**src/rtl/axi_lite_ipif_slave_if.sv**
```systemverilog
// Bundles the AXI4-Lite slave channels and the IPIF register-bus side of axi_lite_ipif_slave.
// The slave modport is the bridge itself; the master modport is whoever drives AXI and plays the IP.
interface axi_lite_ipif_slave_if;
  logic [31:0] S_AXI_AWADDR;
  logic        S_AXI_AWVALID;
  logic        S_AXI_AWREADY;
  logic [31:0] S_AXI_WDATA;
  logic [3:0]  S_AXI_WSTRB;
  logic        S_AXI_WVALID;
  logic        S_AXI_WREADY;
  logic [1:0]  S_AXI_BRESP;
  logic        S_AXI_BVALID;
  logic        S_AXI_BREADY;
  logic [31:0] S_AXI_ARADDR;
  logic        S_AXI_ARVALID;
  logic        S_AXI_ARREADY;
  logic [31:0] S_AXI_RDATA;
  logic [1:0]  S_AXI_RRESP;
  logic        S_AXI_RVALID;
  logic        S_AXI_RREADY;
  logic [31:0] Bus2IP_Addr;
  logic [31:0] Bus2IP_Data;
  logic [3:0]  Bus2IP_BE;
  logic        Bus2IP_RNW;
  logic        Bus2IP_CS;
  logic [31:0] IP2Bus_Data;
  logic        IP2Bus_RdAck;
  logic        IP2Bus_WrAck;
  logic        IP2Bus_Error;

  modport slave (
    input  S_AXI_AWADDR, S_AXI_AWVALID, S_AXI_WDATA, S_AXI_WSTRB, S_AXI_WVALID,
    input  S_AXI_BREADY, S_AXI_ARADDR, S_AXI_ARVALID, S_AXI_RREADY,
    output S_AXI_AWREADY, S_AXI_WREADY, S_AXI_BRESP, S_AXI_BVALID,
    output S_AXI_ARREADY, S_AXI_RDATA, S_AXI_RRESP, S_AXI_RVALID,
    output Bus2IP_Addr, Bus2IP_Data, Bus2IP_BE, Bus2IP_RNW, Bus2IP_CS,
    input  IP2Bus_Data, IP2Bus_RdAck, IP2Bus_WrAck, IP2Bus_Error
  );

  modport master (
    output S_AXI_AWADDR, S_AXI_AWVALID, S_AXI_WDATA, S_AXI_WSTRB, S_AXI_WVALID,
    output S_AXI_BREADY, S_AXI_ARADDR, S_AXI_ARVALID, S_AXI_RREADY,
    input  S_AXI_AWREADY, S_AXI_WREADY, S_AXI_BRESP, S_AXI_BVALID,
    input  S_AXI_ARREADY, S_AXI_RDATA, S_AXI_RRESP, S_AXI_RVALID,
    input  Bus2IP_Addr, Bus2IP_Data, Bus2IP_BE, Bus2IP_RNW, Bus2IP_CS,
    output IP2Bus_Data, IP2Bus_RdAck, IP2Bus_WrAck, IP2Bus_Error
  );
endinterface

```
**src/rtl/axi_lite_ipif_slave.sv**
```systemverilog
// AXI4-Lite responder that turns each accepted read or write into one IPIF register cycle,
// with address decode, acknowledge timeout and read/write alternation when both are pending.
module axi_lite_ipif_slave #(
  parameter logic [31:0] C_BASEADDR = 32'hffffffff,
  parameter logic [31:0] C_HIGHADDR = 32'h0,
  parameter int          C_TIMEOUT  = 64
) (
  input  logic                        S_AXI_ACLK,
  input  logic                        S_AXI_ARESET,
  axi_lite_ipif_slave_if.slave        bus
);

  localparam logic [7:0] TMO_LAST = 8'(C_TIMEOUT - 1);

  typedef enum logic [1:0] {IDLE, ACCEPT, REQ, RESP} state_t;

  state_t      state, state_next;
  logic        cur_read;
  logic        last_read;
  logic [7:0]  tcount;

  logic        rd_pend, wr_pend;
  logic        start, grant_read;
  logic [31:0] addr_sel;
  logic        in_range;
  logic        match_ack;
  logic        resp_load;
  logic [1:0]  resp_code;
  logic [31:0] resp_rdata;
  logic        done;

  always_ff @(posedge S_AXI_ACLK or posedge S_AXI_ARESET) begin
    if (S_AXI_ARESET) state <= IDLE;
    else              state <= state_next;
  end

  // last_read starts at 0 so that, with both pending after reset, the read wins.
  always_comb begin
    state_next = state;
    start      = 1'b0;
    grant_read = 1'b0;
    match_ack  = 1'b0;
    resp_load  = 1'b0;
    resp_code  = 2'b00;
    resp_rdata = 32'h0;
    done       = 1'b0;
    rd_pend    = bus.S_AXI_ARVALID;
    wr_pend    = bus.S_AXI_AWVALID & bus.S_AXI_WVALID;
    addr_sel   = cur_read ? bus.S_AXI_ARADDR : bus.S_AXI_AWADDR;
    in_range   = (addr_sel >= C_BASEADDR) && (addr_sel <= C_HIGHADDR);
    case (state)
      IDLE: begin
        if (rd_pend && (!wr_pend || !last_read)) begin
          start      = 1'b1;
          grant_read = 1'b1;
          state_next = ACCEPT;
        end else if (wr_pend) begin
          start      = 1'b1;
          state_next = ACCEPT;
        end
      end
      ACCEPT: begin
        if (in_range) begin
          state_next = REQ;
        end else begin
          resp_load  = 1'b1;
          resp_code  = 2'b11;
          state_next = RESP;
        end
      end
      REQ: begin
        match_ack = cur_read ? bus.IP2Bus_RdAck : bus.IP2Bus_WrAck;
        if (match_ack) begin
          resp_load  = 1'b1;
          resp_code  = bus.IP2Bus_Error ? 2'b10 : 2'b00;
          resp_rdata = bus.IP2Bus_Data;
          state_next = RESP;
        end else if (tcount == TMO_LAST) begin
          resp_load  = 1'b1;
          resp_code  = 2'b10;
          state_next = RESP;
        end
      end
      RESP: begin
        done = cur_read ? bus.S_AXI_RREADY : bus.S_AXI_BREADY;
        if (done) state_next = IDLE;
      end
      default: state_next = IDLE;
    endcase
  end

  // Every output is a flop; READYs and CS are loaded from the decision made in the state before.
  always_ff @(posedge S_AXI_ACLK or posedge S_AXI_ARESET) begin
    if (S_AXI_ARESET) begin
      cur_read          <= 1'b0;
      last_read         <= 1'b0;
      tcount            <= 8'd0;
      bus.S_AXI_ARREADY <= 1'b0;
      bus.S_AXI_AWREADY <= 1'b0;
      bus.S_AXI_WREADY  <= 1'b0;
      bus.S_AXI_BRESP   <= 2'b00;
      bus.S_AXI_BVALID  <= 1'b0;
      bus.S_AXI_RDATA   <= 32'h0;
      bus.S_AXI_RRESP   <= 2'b00;
      bus.S_AXI_RVALID  <= 1'b0;
      bus.Bus2IP_Addr   <= 32'h0;
      bus.Bus2IP_Data   <= 32'h0;
      bus.Bus2IP_BE     <= 4'h0;
      bus.Bus2IP_RNW    <= 1'b0;
      bus.Bus2IP_CS     <= 1'b0;
    end else begin
      bus.S_AXI_ARREADY <= start & grant_read;
      bus.S_AXI_AWREADY <= start & ~grant_read;
      bus.S_AXI_WREADY  <= start & ~grant_read;
      bus.Bus2IP_CS     <= (state_next == REQ);

      if (start) begin
        cur_read  <= grant_read;
        last_read <= grant_read;
      end

      if (state == ACCEPT) begin
        bus.Bus2IP_RNW  <= cur_read;
        bus.Bus2IP_Addr <= addr_sel;
        if (cur_read) begin
          bus.Bus2IP_BE <= 4'hF;
        end else begin
          bus.Bus2IP_BE   <= bus.S_AXI_WSTRB;
          bus.Bus2IP_Data <= bus.S_AXI_WDATA;
        end
      end

      if (state == REQ) tcount <= tcount + 8'd1;
      else if (done)    tcount <= 8'd0;

      if (resp_load) begin
        if (cur_read) begin
          bus.S_AXI_RVALID <= 1'b1;
          bus.S_AXI_RRESP  <= resp_code;
          bus.S_AXI_RDATA  <= resp_rdata;
        end else begin
          bus.S_AXI_BVALID <= 1'b1;
          bus.S_AXI_BRESP  <= resp_code;
        end
      end else if (done) begin
        bus.S_AXI_RVALID <= 1'b0;
        bus.S_AXI_BVALID <= 1'b0;
      end
    end
  end

endmodule

```
**src/flat_wrapper.sv**
```systemverilog
// flat-port wrapper written by rule: the top's interface ports become plain ports
module axi_lite_ipif_slave_flat 
#(
  parameter logic [31:0] C_BASEADDR = 32'hffffffff,
  parameter logic [31:0] C_HIGHADDR = 32'h0,
  parameter int          C_TIMEOUT  = 64
)
  (S_AXI_ACLK, S_AXI_ARESET, bus_S_AXI_AWADDR, bus_S_AXI_AWVALID, bus_S_AXI_WDATA, bus_S_AXI_WSTRB, bus_S_AXI_WVALID, bus_S_AXI_BREADY, bus_S_AXI_ARADDR, bus_S_AXI_ARVALID, bus_S_AXI_RREADY, bus_S_AXI_AWREADY, bus_S_AXI_WREADY, bus_S_AXI_BRESP, bus_S_AXI_BVALID, bus_S_AXI_ARREADY, bus_S_AXI_RDATA, bus_S_AXI_RRESP, bus_S_AXI_RVALID, bus_Bus2IP_Addr, bus_Bus2IP_Data, bus_Bus2IP_BE, bus_Bus2IP_RNW, bus_Bus2IP_CS, bus_IP2Bus_Data, bus_IP2Bus_RdAck, bus_IP2Bus_WrAck, bus_IP2Bus_Error);
  axi_lite_ipif_slave_if bus_i ();
  input  logic S_AXI_ACLK;
  input  logic S_AXI_ARESET;
  input wire logic [$bits(bus_i.S_AXI_AWADDR)-1:0] bus_S_AXI_AWADDR;
  input wire logic [$bits(bus_i.S_AXI_AWVALID)-1:0] bus_S_AXI_AWVALID;
  input wire logic [$bits(bus_i.S_AXI_WDATA)-1:0] bus_S_AXI_WDATA;
  input wire logic [$bits(bus_i.S_AXI_WSTRB)-1:0] bus_S_AXI_WSTRB;
  input wire logic [$bits(bus_i.S_AXI_WVALID)-1:0] bus_S_AXI_WVALID;
  input wire logic [$bits(bus_i.S_AXI_BREADY)-1:0] bus_S_AXI_BREADY;
  input wire logic [$bits(bus_i.S_AXI_ARADDR)-1:0] bus_S_AXI_ARADDR;
  input wire logic [$bits(bus_i.S_AXI_ARVALID)-1:0] bus_S_AXI_ARVALID;
  input wire logic [$bits(bus_i.S_AXI_RREADY)-1:0] bus_S_AXI_RREADY;
  output wire logic [$bits(bus_i.S_AXI_AWREADY)-1:0] bus_S_AXI_AWREADY;
  output wire logic [$bits(bus_i.S_AXI_WREADY)-1:0] bus_S_AXI_WREADY;
  output wire logic [$bits(bus_i.S_AXI_BRESP)-1:0] bus_S_AXI_BRESP;
  output wire logic [$bits(bus_i.S_AXI_BVALID)-1:0] bus_S_AXI_BVALID;
  output wire logic [$bits(bus_i.S_AXI_ARREADY)-1:0] bus_S_AXI_ARREADY;
  output wire logic [$bits(bus_i.S_AXI_RDATA)-1:0] bus_S_AXI_RDATA;
  output wire logic [$bits(bus_i.S_AXI_RRESP)-1:0] bus_S_AXI_RRESP;
  output wire logic [$bits(bus_i.S_AXI_RVALID)-1:0] bus_S_AXI_RVALID;
  output wire logic [$bits(bus_i.Bus2IP_Addr)-1:0] bus_Bus2IP_Addr;
  output wire logic [$bits(bus_i.Bus2IP_Data)-1:0] bus_Bus2IP_Data;
  output wire logic [$bits(bus_i.Bus2IP_BE)-1:0] bus_Bus2IP_BE;
  output wire logic [$bits(bus_i.Bus2IP_RNW)-1:0] bus_Bus2IP_RNW;
  output wire logic [$bits(bus_i.Bus2IP_CS)-1:0] bus_Bus2IP_CS;
  input wire logic [$bits(bus_i.IP2Bus_Data)-1:0] bus_IP2Bus_Data;
  input wire logic [$bits(bus_i.IP2Bus_RdAck)-1:0] bus_IP2Bus_RdAck;
  input wire logic [$bits(bus_i.IP2Bus_WrAck)-1:0] bus_IP2Bus_WrAck;
  input wire logic [$bits(bus_i.IP2Bus_Error)-1:0] bus_IP2Bus_Error;
  assign bus_i.S_AXI_AWADDR = bus_S_AXI_AWADDR;
  assign bus_i.S_AXI_AWVALID = bus_S_AXI_AWVALID;
  assign bus_i.S_AXI_WDATA = bus_S_AXI_WDATA;
  assign bus_i.S_AXI_WSTRB = bus_S_AXI_WSTRB;
  assign bus_i.S_AXI_WVALID = bus_S_AXI_WVALID;
  assign bus_i.S_AXI_BREADY = bus_S_AXI_BREADY;
  assign bus_i.S_AXI_ARADDR = bus_S_AXI_ARADDR;
  assign bus_i.S_AXI_ARVALID = bus_S_AXI_ARVALID;
  assign bus_i.S_AXI_RREADY = bus_S_AXI_RREADY;
  assign bus_S_AXI_AWREADY = bus_i.S_AXI_AWREADY;
  assign bus_S_AXI_WREADY = bus_i.S_AXI_WREADY;
  assign bus_S_AXI_BRESP = bus_i.S_AXI_BRESP;
  assign bus_S_AXI_BVALID = bus_i.S_AXI_BVALID;
  assign bus_S_AXI_ARREADY = bus_i.S_AXI_ARREADY;
  assign bus_S_AXI_RDATA = bus_i.S_AXI_RDATA;
  assign bus_S_AXI_RRESP = bus_i.S_AXI_RRESP;
  assign bus_S_AXI_RVALID = bus_i.S_AXI_RVALID;
  assign bus_Bus2IP_Addr = bus_i.Bus2IP_Addr;
  assign bus_Bus2IP_Data = bus_i.Bus2IP_Data;
  assign bus_Bus2IP_BE = bus_i.Bus2IP_BE;
  assign bus_Bus2IP_RNW = bus_i.Bus2IP_RNW;
  assign bus_Bus2IP_CS = bus_i.Bus2IP_CS;
  assign bus_i.IP2Bus_Data = bus_IP2Bus_Data;
  assign bus_i.IP2Bus_RdAck = bus_IP2Bus_RdAck;
  assign bus_i.IP2Bus_WrAck = bus_IP2Bus_WrAck;
  assign bus_i.IP2Bus_Error = bus_IP2Bus_Error;
  axi_lite_ipif_slave #(.C_BASEADDR(C_BASEADDR), .C_HIGHADDR(C_HIGHADDR), .C_TIMEOUT(C_TIMEOUT)) u_core (.S_AXI_ACLK(S_AXI_ACLK), .S_AXI_ARESET(S_AXI_ARESET), .bus(bus_i));
endmodule
```
**config.mk**
```make
export PLATFORM = sky130hd
export DESIGN_NAME = axi_lite_ipif_slave_flat
export DESIGN_NICKNAME = d
export VERILOG_FILES = /design/src/rtl/axi_lite_ipif_slave_if.sv /design/src/rtl/axi_lite_ipif_slave.sv /design/src/flat_wrapper.sv
export SDC_FILE = /design/constraint.sdc
export NUM_CORES = 1
export LEC_CHECK = 0
export CAP_MARGIN = 20
export CORE_MARGIN = 1
export CORE_UTILIZATION = 55
export CTS_BUF_LIST = sky130_fd_sc_hd__clkbuf_8 sky130_fd_sc_hd__clkbuf_16
export DETAILED_ROUTE_END_ITERATION = 8
export DONT_BUFFER_PORTS = 1
export PLACE_DENSITY = 0.73
export SLEW_MARGIN = 25
export SYNTH_ARGS = -nofsm -noshare
export SYNTH_HDL_FRONTEND = slang
export SYNTH_SLANG_ARGS = --single-unit
```
**constraint.sdc**
```tcl
create_clock -name S_AXI_ACLK -period 3.3 [get_ports S_AXI_ACLK]
set_input_delay 0 -clock S_AXI_ACLK [delete_from_list [all_inputs] [get_ports S_AXI_ACLK]]
set_output_delay 0 -clock S_AXI_ACLK [all_outputs]
set_load 0.02 [all_outputs]
```
==> run summary, run 1 <==
The vertical extent of the die is 99.9 um, and the number of flops mapped to enable cells by yosys is 0. For this design, the CTS-stage hold fixing added 133 buffers. The number of nets handed over by synthesis was 678.

In the synthesized netlist the async set-or-reset flop fraction comes to 100%. The failing step is clock tree synthesis (4_1_cts). The synthesized netlist occupies a cell area of 5270 um2. The average footprint of a synthesized cell was 9.93 um2. The clock tree root driver cell is clkbuf_8.

Summed over its instances, the top area cell type makes up 57.4% of the synthesized netlist area. The commonest register cell after synthesis was dfrtp_1. The placement row count was 35.

Leading area contributor after synthesis: dfrtp_1. In this run, post-CTS repair resized a total of 0 instances. The run gives 57.4% as the sequential element share of the synthesized area. Synthesis produced 531 cells. In this run the horizontal extent of the chip is 99.9 um. The flow did not finish.

The initial cell density of the core was 56.8%; the global placer's final weighted congestion was 0.862. After synthesis the netlist holds a flip-flop and latch count of 121. The clock passes through at most 2 buffers. The logs give 253 for the I/O pin count and 4 for the maximum level of the CTS H-tree. During synthesis, Yosys emitted a total of 0 warnings. CTS saw 121 sinks. Detailed placement ended at an HPWL of 8350 um.

The cell count after placement is 632. The number of buffers inserted by post-CTS setup repair is 0. After synthesis, the cell types taking the most area are dfrtp_1, nand2_1, mux2i_1. Buffers inserted during clock tree synthesis total 17. The count of buffers from port buffering came out at 0. Yosys mapped the design onto 43 distinct sky130hd cell types. The first error in the log reads "[ERROR RSZ-0060] Max buffer count reached". Timing analysis after detailed placement gives a worst setup slack of 953 ps.
Yosys cell counts (2+ instances only):
| master | number |
|---|---|
| dfrtp_1 | 121 |
| nand2_1 | 104 |
| inv_1 | 39 |
| nor2_1 | 38 |
| a21oi_1 | 36 |
| nand3_1 | 36 |
| mux2i_1 | 34 |
| o21ai_0 | 30 |
| clkbuf_1 | 20 |
| o21ai_2 | 10 |
| buf_2 | 8 |
| ha_1 | 5 |
| a22o_1 | 4 |
| nand3b_1 | 4 |
| o22a_1 | 4 |
| buf_6 | 3 |
| mux2_2 | 3 |
| a31oi_1 | 2 |
| and3_1 | 2 |
| buf_4 | 2 |
| nand2b_1 | 2 |
| nor4_1 | 2 |
| o31ai_1 | 2 |
through the flow:
step | instance area (um2) | hold slack, ps | util [%]
detailed placement | 5340 | 112 | 57.5
global placement | 5340 | 107 | 57.5
floorplan | 5270 | 105 | -
logic make-up after synthesis:
family | Yosys count | synth area share (%)
compound gates | 96 | 11.5
xor+xnor | 1 | 0.166
flops | 121 | 57.4
simple gates | 196 | 16.0
buf+inv | 73 | 5.96
mux | 39 | 7.81
fa+ha+maj | 5 | 1.19
==> run 2, diff against run 1 <==
--- a/config.mk
+++ b/config.mk
@@ -7,11 +7,10 @@
 export LEC_CHECK = 0
 export CAP_MARGIN = 20
 export CORE_MARGIN = 1
-export CORE_UTILIZATION = 55
-export CTS_BUF_LIST = sky130_fd_sc_hd__clkbuf_8 sky130_fd_sc_hd__clkbuf_16
+export CORE_UTILIZATION = 40
 export DETAILED_ROUTE_END_ITERATION = 8
 export DONT_BUFFER_PORTS = 1
-export PLACE_DENSITY = 0.73
+export PLACE_DENSITY_LB_ADDON = 0.15
 export SLEW_MARGIN = 25
 export SYNTH_ARGS = -nofsm -noshare
 export SYNTH_HDL_FRONTEND = slang
==> constraint.sdc (replaced) <==
create_clock -name S_AXI_ACLK -period 4.3 [get_ports S_AXI_ACLK]
set_input_delay 0 -clock S_AXI_ACLK [delete_from_list [all_inputs] [get_ports S_AXI_ACLK]]
set_output_delay 0 -clock S_AXI_ACLK [all_outputs]
set_load 0.02 [all_outputs]
==> run 2 against run 1 <==
Net effect:
- the run now ends clean
- synthesized cell count unchanged
- area after synthesis is the same
==> run summary, run 2 <==
Among all stages on the critical path, the largest delay is contributed by buf_4. Counting distinct cell types in the post-synthesis netlist gives 43. Of the post-synthesis cell area, the dominant cell type holds 57.4%.

For this design the ratio of total power to cell area is 794 nW/um2. The tools report the count of TritonRoute iterations in the first routing pass as 4. In the layout the commonest cells are dlygate4sd3_1, dfrtp_1, nand2_1, inv_1, nor2_1.

The slack of the worst reg-to-reg path was 1900 ps. The number of nets handed over by synthesis was 678. The commonest register cell after synthesis is dfrtp_1. Counting the buffers created by CTS gives 17.

The cell type group with the largest total delay on the critical path was buffers and inverters. The tools report the number of endpoints with negative hold slack in the final report as 0. The number of gates on the worst path with buffers counted is 5, and the number of max-slew violations in the final report is 0. The end of the worst register-to-register path is u_core.bus.S_AXI_RRESP[1]. The most numerous cell type found on the critical path is buf_4. Dividing the detail-routed wire length by the instance count gives 16.7 um. At the pin with the least slew margin, the transition time is 764 ps. The placement row count is 41, and the aggregate global-route resource usage is 21.0%. The filler cells instantiated in the layout total 1079. The analysis attributes to cell leakage a power of 3.35 nW. For this run, the number of Yosys warnings is 0. The register bit total from synthesis works out to 121.

For the setup clock skew after layout, the log shows 6.53 ps. The proportion of layout cells with a drive suffix above 1 was 9.02%. The leading area contributor after synthesis is dfrtp_1. Traced cell by cell, the critical path runs through buf_4 > and2_1 > buf_4 > o21a_4 > mux2_4.

The die covers 13600 um2. The total number of clock tree sinks was 121; the number of cells on the worst reg-to-reg path was 5. The tools report the worst slack on hold paths as 30.8 ps.

The fraction of registers with async set/reset works out to 100%. The total setup violations reported at the end of the flow was 0. The run finished with clean final reports. Across the run, the number of max-cap violations was 0. In this run the critical register-to-register path is launched from u_core.cur_read. The number of antenna cells inserted was 0; the maximum count of clock buffers along a single path was 2.

Detailed placement ended at an HPWL of 8370 um. The number of flops mapped to enable cells by yosys was 0; the cell area after technology mapping was 5270 um2. TritonCTS built the clock tree.

In this run the most critical hold path is launched from bus_IP2Bus_WrAck. The I/O pin count is 253, and the average footprint of a synthesized cell is 9.93 um2. Along the worst hold path, the cell count comes to 4.

CTS built an H-tree with a depth of 4. Setup repair after global routing left no endpoint under its margin. Number of antenna violations at the first check in global routing: 0.

The floorplan step defined a core boundary enclosing 12700 um2. The logs give 0.775 for the global placer's final weighted congestion and 2700 ps for the critical path data arrival time. Global routing finished with a remaining overflow of 0.

The sum of buffers and inverters on the critical path was 2. In the post-synthesis netlist, the cell with the most instances is dfrtp_1. In this run the worst path has a maximum fanout of 44. Summing all multi-input logic gate instances after layout gives 1940 um2. The run gives 57.4% as the sequential element share of the synthesized area. Type of origin of the critical path: a flop. From left edge to right edge, the die measures 117 um.

The die is 117 um tall. Clock tree root driver cell: clkbuf_16. The worst setup path is of the reg -> reg kind.

At the end of the flow, the number of nets in the layout was 810. In the finished design, the share of the clock period the worst path needs comes to 55.9%. The clock-pin slew reported for the worst setup and hold paths after clock tree synthesis is 50 ps, and the count of buffers from port buffering is 0.

The final design utilization is 58.1%, and the DRC violations left is 0. The largest registers in the layout are u_core.bus.Bus2IP_Addr (32), u_core.bus.Bus2IP_Data (32), u_core.bus.S_AXI_RDATA (32). For the final routed database, the setup TNS stands at 0 ps. The run gives 21400 um as the first-pass GRT wire length.

From synthesis to final layout, the design area changed by 40.2%. Sorting the synthesized cells by how often they occur yields dfrtp_1, nand2_1, inv_1. The antenna violation net count after detailed routing is 0, and the highest cell delay on the worst timing path is 540 ps. Subtracting the final worst setup slack from the clock period gives 2400 ps. The number of gates resized after CTS is 0, and the first-iteration detailed-routing DRC count is 205.

For the worst-skew pair, the clock arrives at the later sink with an insertion delay of 420 ps. The area taken by flip-flops and latches came out at 3030 um2. Data on the critical path is required at its endpoint by 4600 ps. The count of mapped cells out of synthesis was 531.

Dividing the detail-routed via count by the number of cells gives 5.07. The worst pin sits at a relative slew slack of 49.0%. Entering global routing, the biggest net connects 89 pins. Ranked by total cell area, the synthesized netlist is headed by dfrtp_1, nand2_1, mux2i_1.

The most common cell after layout, fill and taps aside was dlygate4sd3_1. For hold timing, the worst endpoint is u_core.bus.S_AXI_BRESP[0]. The logs give 0.324 mV for the worst vdd rail ir drop and 4301 for the detailed-route via count. The run gives 4448 as the number of global-route vias before repair.

The class of the tightest hold or removal check was in -> reg. The maximum operating frequency is 416 MHz. The tools report the routed wire length as 14200 um. STA classifies the critical path endpoint as a flop. The initial cell density of the core came out at 41.4%.
run 2: per-layer routing:
metal	vias up	routed length, um	GRT usage [%]
met3	29	1060	6.90
met1	2069	5540	23.3
met2	180	7210	36.1
li1	2023	-	-
met5	-	0	0
met4	0	372	11.1
run 2: logic make-up (layout without fill, tap and decap cells):
family                   count (synthesis)  count (layout)  synth area share [%]
AND/OR/NAND/NOR                        196             196                  16.0
flip-flops                             121             121                  57.4
AO/OA/AOI/OAI                           96              96                  11.5
buffers and inverters                   73             218                  5.96
multiplexers                            39              39                  7.81
adder cells (fa/ha/maj)                  5               5                  1.19
XOR/XNOR                                 1               1                 0.166
run 2: cell type report:
type | count | share of cell area [%]
multi-input combinational | 337 | 26.3
clock inverter | 9 | 1.63
tap | 172 | 2.91
inverter | 39 | 2.05
clock buffer | 23 | 6.47
sequential | 121 | 41.0
timing repair buffer | 147 | 19.7
run 2: power breakdown:
| part | internal [W] | leakage [nW] | switching (W) |
|---|---|---|---|
| sequential | 0.00166 | 1.48 | 0.00102 |
| combinational | 0.000748 | 1.57 | 0.00101 |
| clock | 0.000950 | 0.300 | 0.000482 |
run 2: worst max path at each step:
stage	end	slack (ps)	start
floorplan	u_core.bus.Bus2IP_Addr[0]	1090	S_AXI_ARESET
global placement	u_core.bus.S_AXI_RDATA[14]	1910	u_core.state[0]
detailed placement	u_core.bus.S_AXI_RDATA[16]	1740	u_core.state[0]
CTS	u_core.bus.S_AXI_RDATA[9]	1700	u_core.state[0]
global route	u_core.bus.S_AXI_RRESP[1]	1780	u_core.cur_read
finish	u_core.bus.S_AXI_RRESP[1]	1900	u_core.cur_read
run 2: timing repair:
| action | in CTS | in global routing |
|---|---|---|
| hold buffers | 140 | 0 |
| buffers inserted | 0 | 0 |
| endpoints found under the hold margin | 194 | 0 |
run 2: stage by stage:
step	std cells	instance area, um2	worst slack (ps)	total power (W)
4_1_cts	848	7390	1700	0.00587
3_3_place_gp	676	5380	1910	0.00414
2_1_floorplan	531	5270	1090	0.00382
3_5_place_dp	676	5390	1740	0.00420
6_report	848	7390	1900	0.00586
5_1_grt	848	7390	1780	0.00624
run 2: tightest hold or removal path, cell delays in order:
cell and delay (ps):
a21oi_1 40, o31ai_1 60, nand3b_1 100, a22o_1 190
No activity file was read; power rests on OpenSTA's default activity.
==> run 3, diff against run 2 <==
==> constraint.sdc (replaced) <==
create_clock -name S_AXI_ACLK -period 2.3 [get_ports S_AXI_ACLK]
set_input_delay 0 -clock S_AXI_ACLK [delete_from_list [all_inputs] [get_ports S_AXI_ACLK]]
set_output_delay 0 -clock S_AXI_ACLK [all_outputs]
set_load 0.02 [all_outputs]
==> run 3 against run 2 <==
Net effect:
- setup slack got worse by 1700 ps
- clock power increased by 76%
- die area unchanged
- flip-flop and latch count unchanged
- maximum frequency increased by 14%
- critical path depth grew 2
- worst hold slack gained 17 ps
- cell count grew 0.12%
- sequential share of layout area about the same
- routed wire length grew 1.6%
- non-clock buffer count increased by 2
- largest cell class unchanged
- largest power group unchanged
==> run summary, run 3 (synthesis results as in run 2) <==
The count of buffers from port buffering is 0. Counting buffers and inverters, the worst setup path is 7 cells deep. The first global-routing pass estimated 21700 um of wire. The run gives 4 as the count of TritonRoute iterations in the first routing pass. The longest clock path from root to sink contains 2 buffers.

The number of antenna cells inserted came out at 0. The flow ran to the end, and the final reports show no timing, DRC or antenna violations. For the final database, setup skew stands at 7.00 ps. STA classifies the critical path endpoint as a flop. The analysis attributes to cell leakage a power of 3.33 nW. Global routing finished with a remaining overflow of 0.

Clock tree synthesis found a total of 121 sinks. In the final layout, the registers with the most flip-flops are u_core.bus.Bus2IP_Addr (32), u_core.bus.Bus2IP_Data (32), u_core.bus.S_AXI_RDATA (32). From synthesis to final layout, the design area changed by 40.3%. The worst setup path is launched from a flop. The design draws 0.0109 W. Broken down by cell family, the worst path's largest delay share belongs to compound AO/OA/AOI/OAI gates.

The tools report the number of max-slew violations in the final report as 0. The detailed-route via count is 4341, and the antenna violation net count after detailed routing is 0. The run gives 12700 um2 as the area inside the core boundary. The run gives 5430 um2 as the instance area at placement. The number of endpoints with negative hold slack in the final report is 0.

Counting the buffers created by CTS gives 17. After the last flow step, the layout net total stands at 812. The number of antenna violations at the first check in global routing was 0.

Setup repair after global routing left no endpoint under its margin. Routability-driven placement finished with a final weighted congestion of 0.872. The slew of the pin with the lowest slew margin was 628 ps.

For the number of global-route vias before repair, the log shows 4466. The tools report the number of maximum-capacitance violations as 0. The tools report the first-iteration detailed-routing DRC count as 266. Across the whole layout, storage elements account for 3030 um2. Data on the critical path is required at its endpoint by 2590 ps.

The initial utilization of the core area, before any placement, comes to 41.4%. The initialized floorplan defines 41 standard-cell rows. The H-tree was split into 4 levels. The number of cells on the worst hold path came out at 4. The class of the tightest hold or removal check was in -> reg. The floorplan step defined a die boundary enclosing 13600 um2. For this run, the share of the core covered by cells in the final layout is 58.2%.

The detailed-route vias per instance is 5.11, and the largest fanout on the critical path is 32. Across all hold checks on the routed design, the worst slack comes to 48.0 ps. The tools report the I/O pin count as 253. The filler cells instantiated in the layout total 1031.

The critical path contains buffers and inverters numbering 2 combined. Cell type of the slowest stage on the worst timing path: dfrtp_1. The proportion of layout cells with a drive suffix above 1 was 8.86%. In the layout the commonest cells are dlygate4sd3_1, dfrtp_1, nand2_1, inv_1, nor2_1. For the clock latency on the worst-skew pair, the log shows 410 ps. The worst setup path is of the reg -> reg kind. The cell area after layout is 7400 um2, and the number of cells on the worst reg-to-reg path is 7.

Static timing analysis puts the maximum clock frequency at 475 MHz. The signal on the critical path passes through inv_1 > ha_1 > nand3b_1 > o32ai_4 > o21a_4 > buf_12 > o21ai_0. The die is 117 um wide. TritonCTS built the clock tree. For the routed wire length, the log shows 14400 um. The library cell used most frequently in the layout, excluding fill and tap cells, is dlygate4sd3_1.

The run gives 21.4% as the aggregate global-route resource usage. The highest cell delay on the worst timing path was 420 ps; the DRC violations left was 0. Setup slack on the worst reg-to-reg path comes out at 200 ps. The clock-pin slew reported for the worst setup and hold paths after clock tree synthesis works out to 50 ps. The time the worst path needs with I/O delays and setup is 2100 ps, and the worst slew margin relative to its limit is 58.1%. The largest net degree at the start of global routing is 122, and the total setup violations reported at the end of the flow is 0. IR analysis of the VDD net gives a maximum drop of 0.838 mV.

The sum of negative setup slack is 0 ps, and the half-perimeter wire length after detailed placement is 8410 um. Data on the critical path arrives at its endpoint at 2390 ps. The tools report the number of buffers inserted by post-CTS setup repair as 0. The tools report the clock tree root driver cell as clkbuf_16. The routed wirelength normalized by instance count was 17.0 um; the power density of the placed cells was 1470 nW/um2. The final critical path takes up 91.5% of the cycle. The floorplan step set the die height to 117 um. The total area of multi-input combinational cells came out at 1940 um2.
[run 3: area by class of cell]
| cell class | count | area share (%) |
|---|---|---|
| Clock buffer | 22 | 6.14 |
| Clock inverter | 9 | 1.35 |
| Tap cell | 172 | 2.91 |
| Timing Repair Buffer | 149 | 20.4 |
| Sequential cell | 121 | 40.9 |
| Multi-Input combinational cell | 337 | 26.2 |
| Inverter | 39 | 2.03 |
[run 3: worst paths after layout]
check | start | endpoint
worst min-delay path | bus_IP2Bus_WrAck | u_core.bus.S_AXI_BRESP[0]
max in group asynchronous | S_AXI_ARESET | u_core.cur_read
min in group asynchronous | S_AXI_ARESET | u_core.bus.Bus2IP_Data[25]
worst min register to register | u_core.tcount[5] | u_core.tcount[5]
worst max-delay path | u_core.state[0] | u_core.bus.S_AXI_RDATA[12]
worst max register to register | u_core.state[0] | u_core.bus.S_AXI_RDATA[12]
[run 3: worst min-delay path, cell delays in order]
cell	delay [ps]
a21oi_1	40
o31ai_1	60
nand3b_1	120
a22o_1	190
[run 3: power by group]
part	switching [W]	total (W)	internal (W)
clock network	0.000913	0.00252	0.00160
registers	0.00194	0.00504	0.00310
logic	0.00186	0.00333	0.00147
[run 3: stage by stage]
| step | setup slack (ps) | instances |
|---|---|---|
| finish | 196 | 849 |
| global route | 28.3 | 849 |
| CTS | 135 | 849 |
| detailed placement | 220 | 677 |
| global placement | 299 | 677 |
| floorplan | 434 | 531 |
[run 3: what timing repair did]
action,in CTS,in global routing
hold buffers,141,0
gates resized for setup,0,1
endpoints found under the hold margin,228,0
endpoints found under the setup margin,0,1
[run 3: layer usage]
| layer | track usage (%) | part of all wire (%) | routed length, um | vias up |
|---|---|---|---|---|
| met2 | 36.4 | 50 | 7270 | 202 |
| met4 | 10.9 | 2.5 | 366 | 0 |
| met1 | 23.0 | 38 | 5460 | 2081 |
| met3 | 8.65 | 9.1 | 1310 | 31 |
| met5 | 0 | 0 | 0 | - |
| li1 | - | - | - | 2027 |
==> run 4, diff against run 3 <==
--- a/config.mk
+++ b/config.mk
@@ -6,11 +6,12 @@
 export NUM_CORES = 1
 export LEC_CHECK = 0
 export CAP_MARGIN = 20
-export CORE_MARGIN = 1
 export CORE_UTILIZATION = 40
 export DETAILED_ROUTE_END_ITERATION = 8
 export DONT_BUFFER_PORTS = 1
 export PLACE_DENSITY_LB_ADDON = 0.15
+export RECOVER_POWER = 50
+export SETUP_SLACK_MARGIN = 0.2
 export SLEW_MARGIN = 25
 export SYNTH_ARGS = -nofsm -noshare
 export SYNTH_HDL_FRONTEND = slang
==> run 4 against run 3 <==
Net effect:
- worst hold slack better by 1.0 ps
- via count down 0.65%
- first-iteration DRC count down 0.38%
- register-to-register slack better by 130 ps
- the flow now finishes with violations (max-capacitance violations, max-slew violations)
- flip-flop and latch count unchanged
- critical path type unchanged
- maximum frequency up 6.5%
- power down 1.0%
- die area unchanged
- critical path depth down 3
==> run summary, run 4 (synthesis results as in run 2) <==
The power density of the placed cells was 1450 nW/um2; the DRC violations left was 0. Of the available clock period, the critical path in the final layout requires 85.9%. For this block, the routed nets add up to 14400 um of wire. Number of maximum-capacitance violations: 1. Proportion of layout cells with a drive suffix above 1: 9.28%. The slowest stage of the critical path is the dlygate4sd3_1 cell. The maximum count of clock buffers along a single path is 2, and the count of TritonRoute iterations in the first routing pass is 4. The H-tree was split into 4 levels. For the final design utilization, the log shows 58.3%. Excluding fillers, the count of instances in the completed layout stands at 851. The number of global-route vias before repair is 4405.

First-iteration detailed-routing DRC count: 265. The worst setup path is captured at a flop. The critical path contains buffers and inverters numbering 2 combined. The final route contains 4313 vias. The run finished, with violations left. The first global-routing pass estimated 21700 um of wire.

The area inside the core boundary came out at 12700 um2. The time the worst path needs with I/O delays and setup was 1980 ps. Cell type group with the largest total delay on the critical path: buffers and inverters. Leaving out fill and tap cells, the most frequent cell in the layout is dlygate4sd3_1. The wire length on met1 was 5400 um; the detailed-route vias per instance was 5.07. The die is 117 um wide.

The total overflow left after global routing is 0. The run gives 410 ps as the clock latency on the worst-skew pair. The total setup violations reported at the end of the flow is 0. Placement row count: 41. The number of max-slew violations in the final report is 122. TritonCTS built the clock tree. The worst setup path is launched from a flop. The total number of clock tree sinks was 121; the global placer's final weighted congestion was 0.872. The critical path goes through buf_8 > mux2i_1 > dlygate4sd3_1 > a21oi_1. The antenna violation net count after detailed routing was 0. The number of buffers created by CTS is 17.

Relative to the synthesized area, the layout overhead comes to 40.7%. The analysis attributes to cell leakage a power of 3.34 nW. Class of the tightest hold or removal check: in -> reg. The worst pin sits at a relative slew slack of -6.20%. After detailed routing, the average wire length per cell comes to 16.9 um.

The number of antenna violations at the first check in global routing was 0; the number of antenna cells inserted was 0. The tools report the setup clock skew after layout as 6.65 ps. Summed over all failing endpoints, the final setup total negative slack is 0 ps. Pin placement for this block handled 253 I/O pins. The initial cell density of the core was 41.4%; the count of buffers from port buffering was 0. At the worst endpoint, the arrival time is 2260 ps. In this run the top signal layer used is met4. The aggregate global-route resource usage was 21.5%; the clock-pin slew reported for the worst setup and hold paths after clock tree synthesis was 50 ps. The tree is rooted in a clkbuf_16. The checks that failed: max-capacitance violations, max-slew violations. In the detailed route, the total length drawn on met2 is 7320 um.

Category of the most critical setup path: reg -> reg. The overall die area was 13600 um2. For the detailed route wirelength on metal3, the log shows 1300 um. The die is 117 um tall. VDD sags by at most 0.832 mV. Derived from the worst setup path, the maximum achievable clock frequency is 506 MHz. For this run, the slowest stage of the critical path takes 590 ps. The run gives 0 as the number of endpoints with negative hold slack in the final report. In the final layout, the registers with the most flip-flops are u_core.bus.Bus2IP_Addr (32), u_core.bus.Bus2IP_Data (32), u_core.bus.S_AXI_RDATA (32).

The largest net degree at the start of global routing was 122; the slew of the pin with the lowest slew margin was 1590 ps. The half-perimeter wire length after detailed placement is 8410 um, and the largest fanout on the critical path is 34. The cell count after placement is 677.

In the layout the commonest cells are dlygate4sd3_1, dfrtp_1, nand2_1, inv_1, nor2_1. For the worst endpoint required time, the log shows 2590 ps. The final layout contains 814 nets. Setup repair after global routing left no endpoint under its margin.
==> run 4: area by class of cell <==
class	instances	area, um2
clock buffer	22	454
clock inverter	9	100
inverter	39	150
multi-input combinational	337	1950
fill	1031	5300
timing repair buffer	151	1520
sequential	121	3030
tap	172	215
==> run 4: layer usage <==
layer,vias up,global-route usage (%)
met5,-,0
met2,190,36.3
met1,2062,23.2
li1,2029,-
met3,32,8.29
met4,0,12.0
==> run 4: metrics by stage <==
step	power, W	hold slack [ps]	setup WS [ps]	instance area, um2
2_1_floorplan	0.00715	105	434	5280
3_3_place_gp	0.00782	108	299	5430
3_5_place_dp	0.00792	110	220	5430
4_1_cts	0.0108	24.8	203	7400
5_1_grt	0.0115	45.6	120	7420
6_report	0.0108	49.0	324	7420
==> run 4: worst min-delay path: stages <==
cell and delay, ps:
a21oi_1 40, o31ai_1 60, nand3b_1 120, a22o_1 190
==> run 4: repair_timing <==
item / CTS / global route
endpoints found under the hold margin: 228 / 0
gates cloned: 0 / 0
resized for setup: 1 / 4
pin swaps: 0 / 1
hold buffers: 141 / 0
setup endpoints to repair: 1 / 39
buffers inserted: 0 / 2
==> run 4: path summary, 6_finish.rpt <==
check / startpoint / end / slack [ps] / depth (start not counted)
worst max-delay path: u_core.cur_read / u_core.bus.Bus2IP_Addr[12] / 320 / 4
worst min-delay path: bus_IP2Bus_WrAck / u_core.bus.S_AXI_BRESP[0] / 50 / 4
worst max register to register: u_core.cur_read / u_core.bus.Bus2IP_Addr[12] / 320 / 4
worst min register to register: u_core.tcount[5] / u_core.tcount[5] / 530 / 1
max in group asynchronous: S_AXI_ARESET / u_core.cur_read / 520 / 3
min in group asynchronous: S_AXI_ARESET / u_core.bus.Bus2IP_Data[14] / 680 / 3
==> run 4: report_power, final <==
group	leakage (nW)	internal [W]	switching, W	total (W)
sequential	1.48	0.00310	0.00193	0.00504
combinational	1.59	0.00139	0.00183	0.00322
clock	0.270	0.00160	0.000907	0.00251
total	3.34	0.00610	0.00467	0.0108
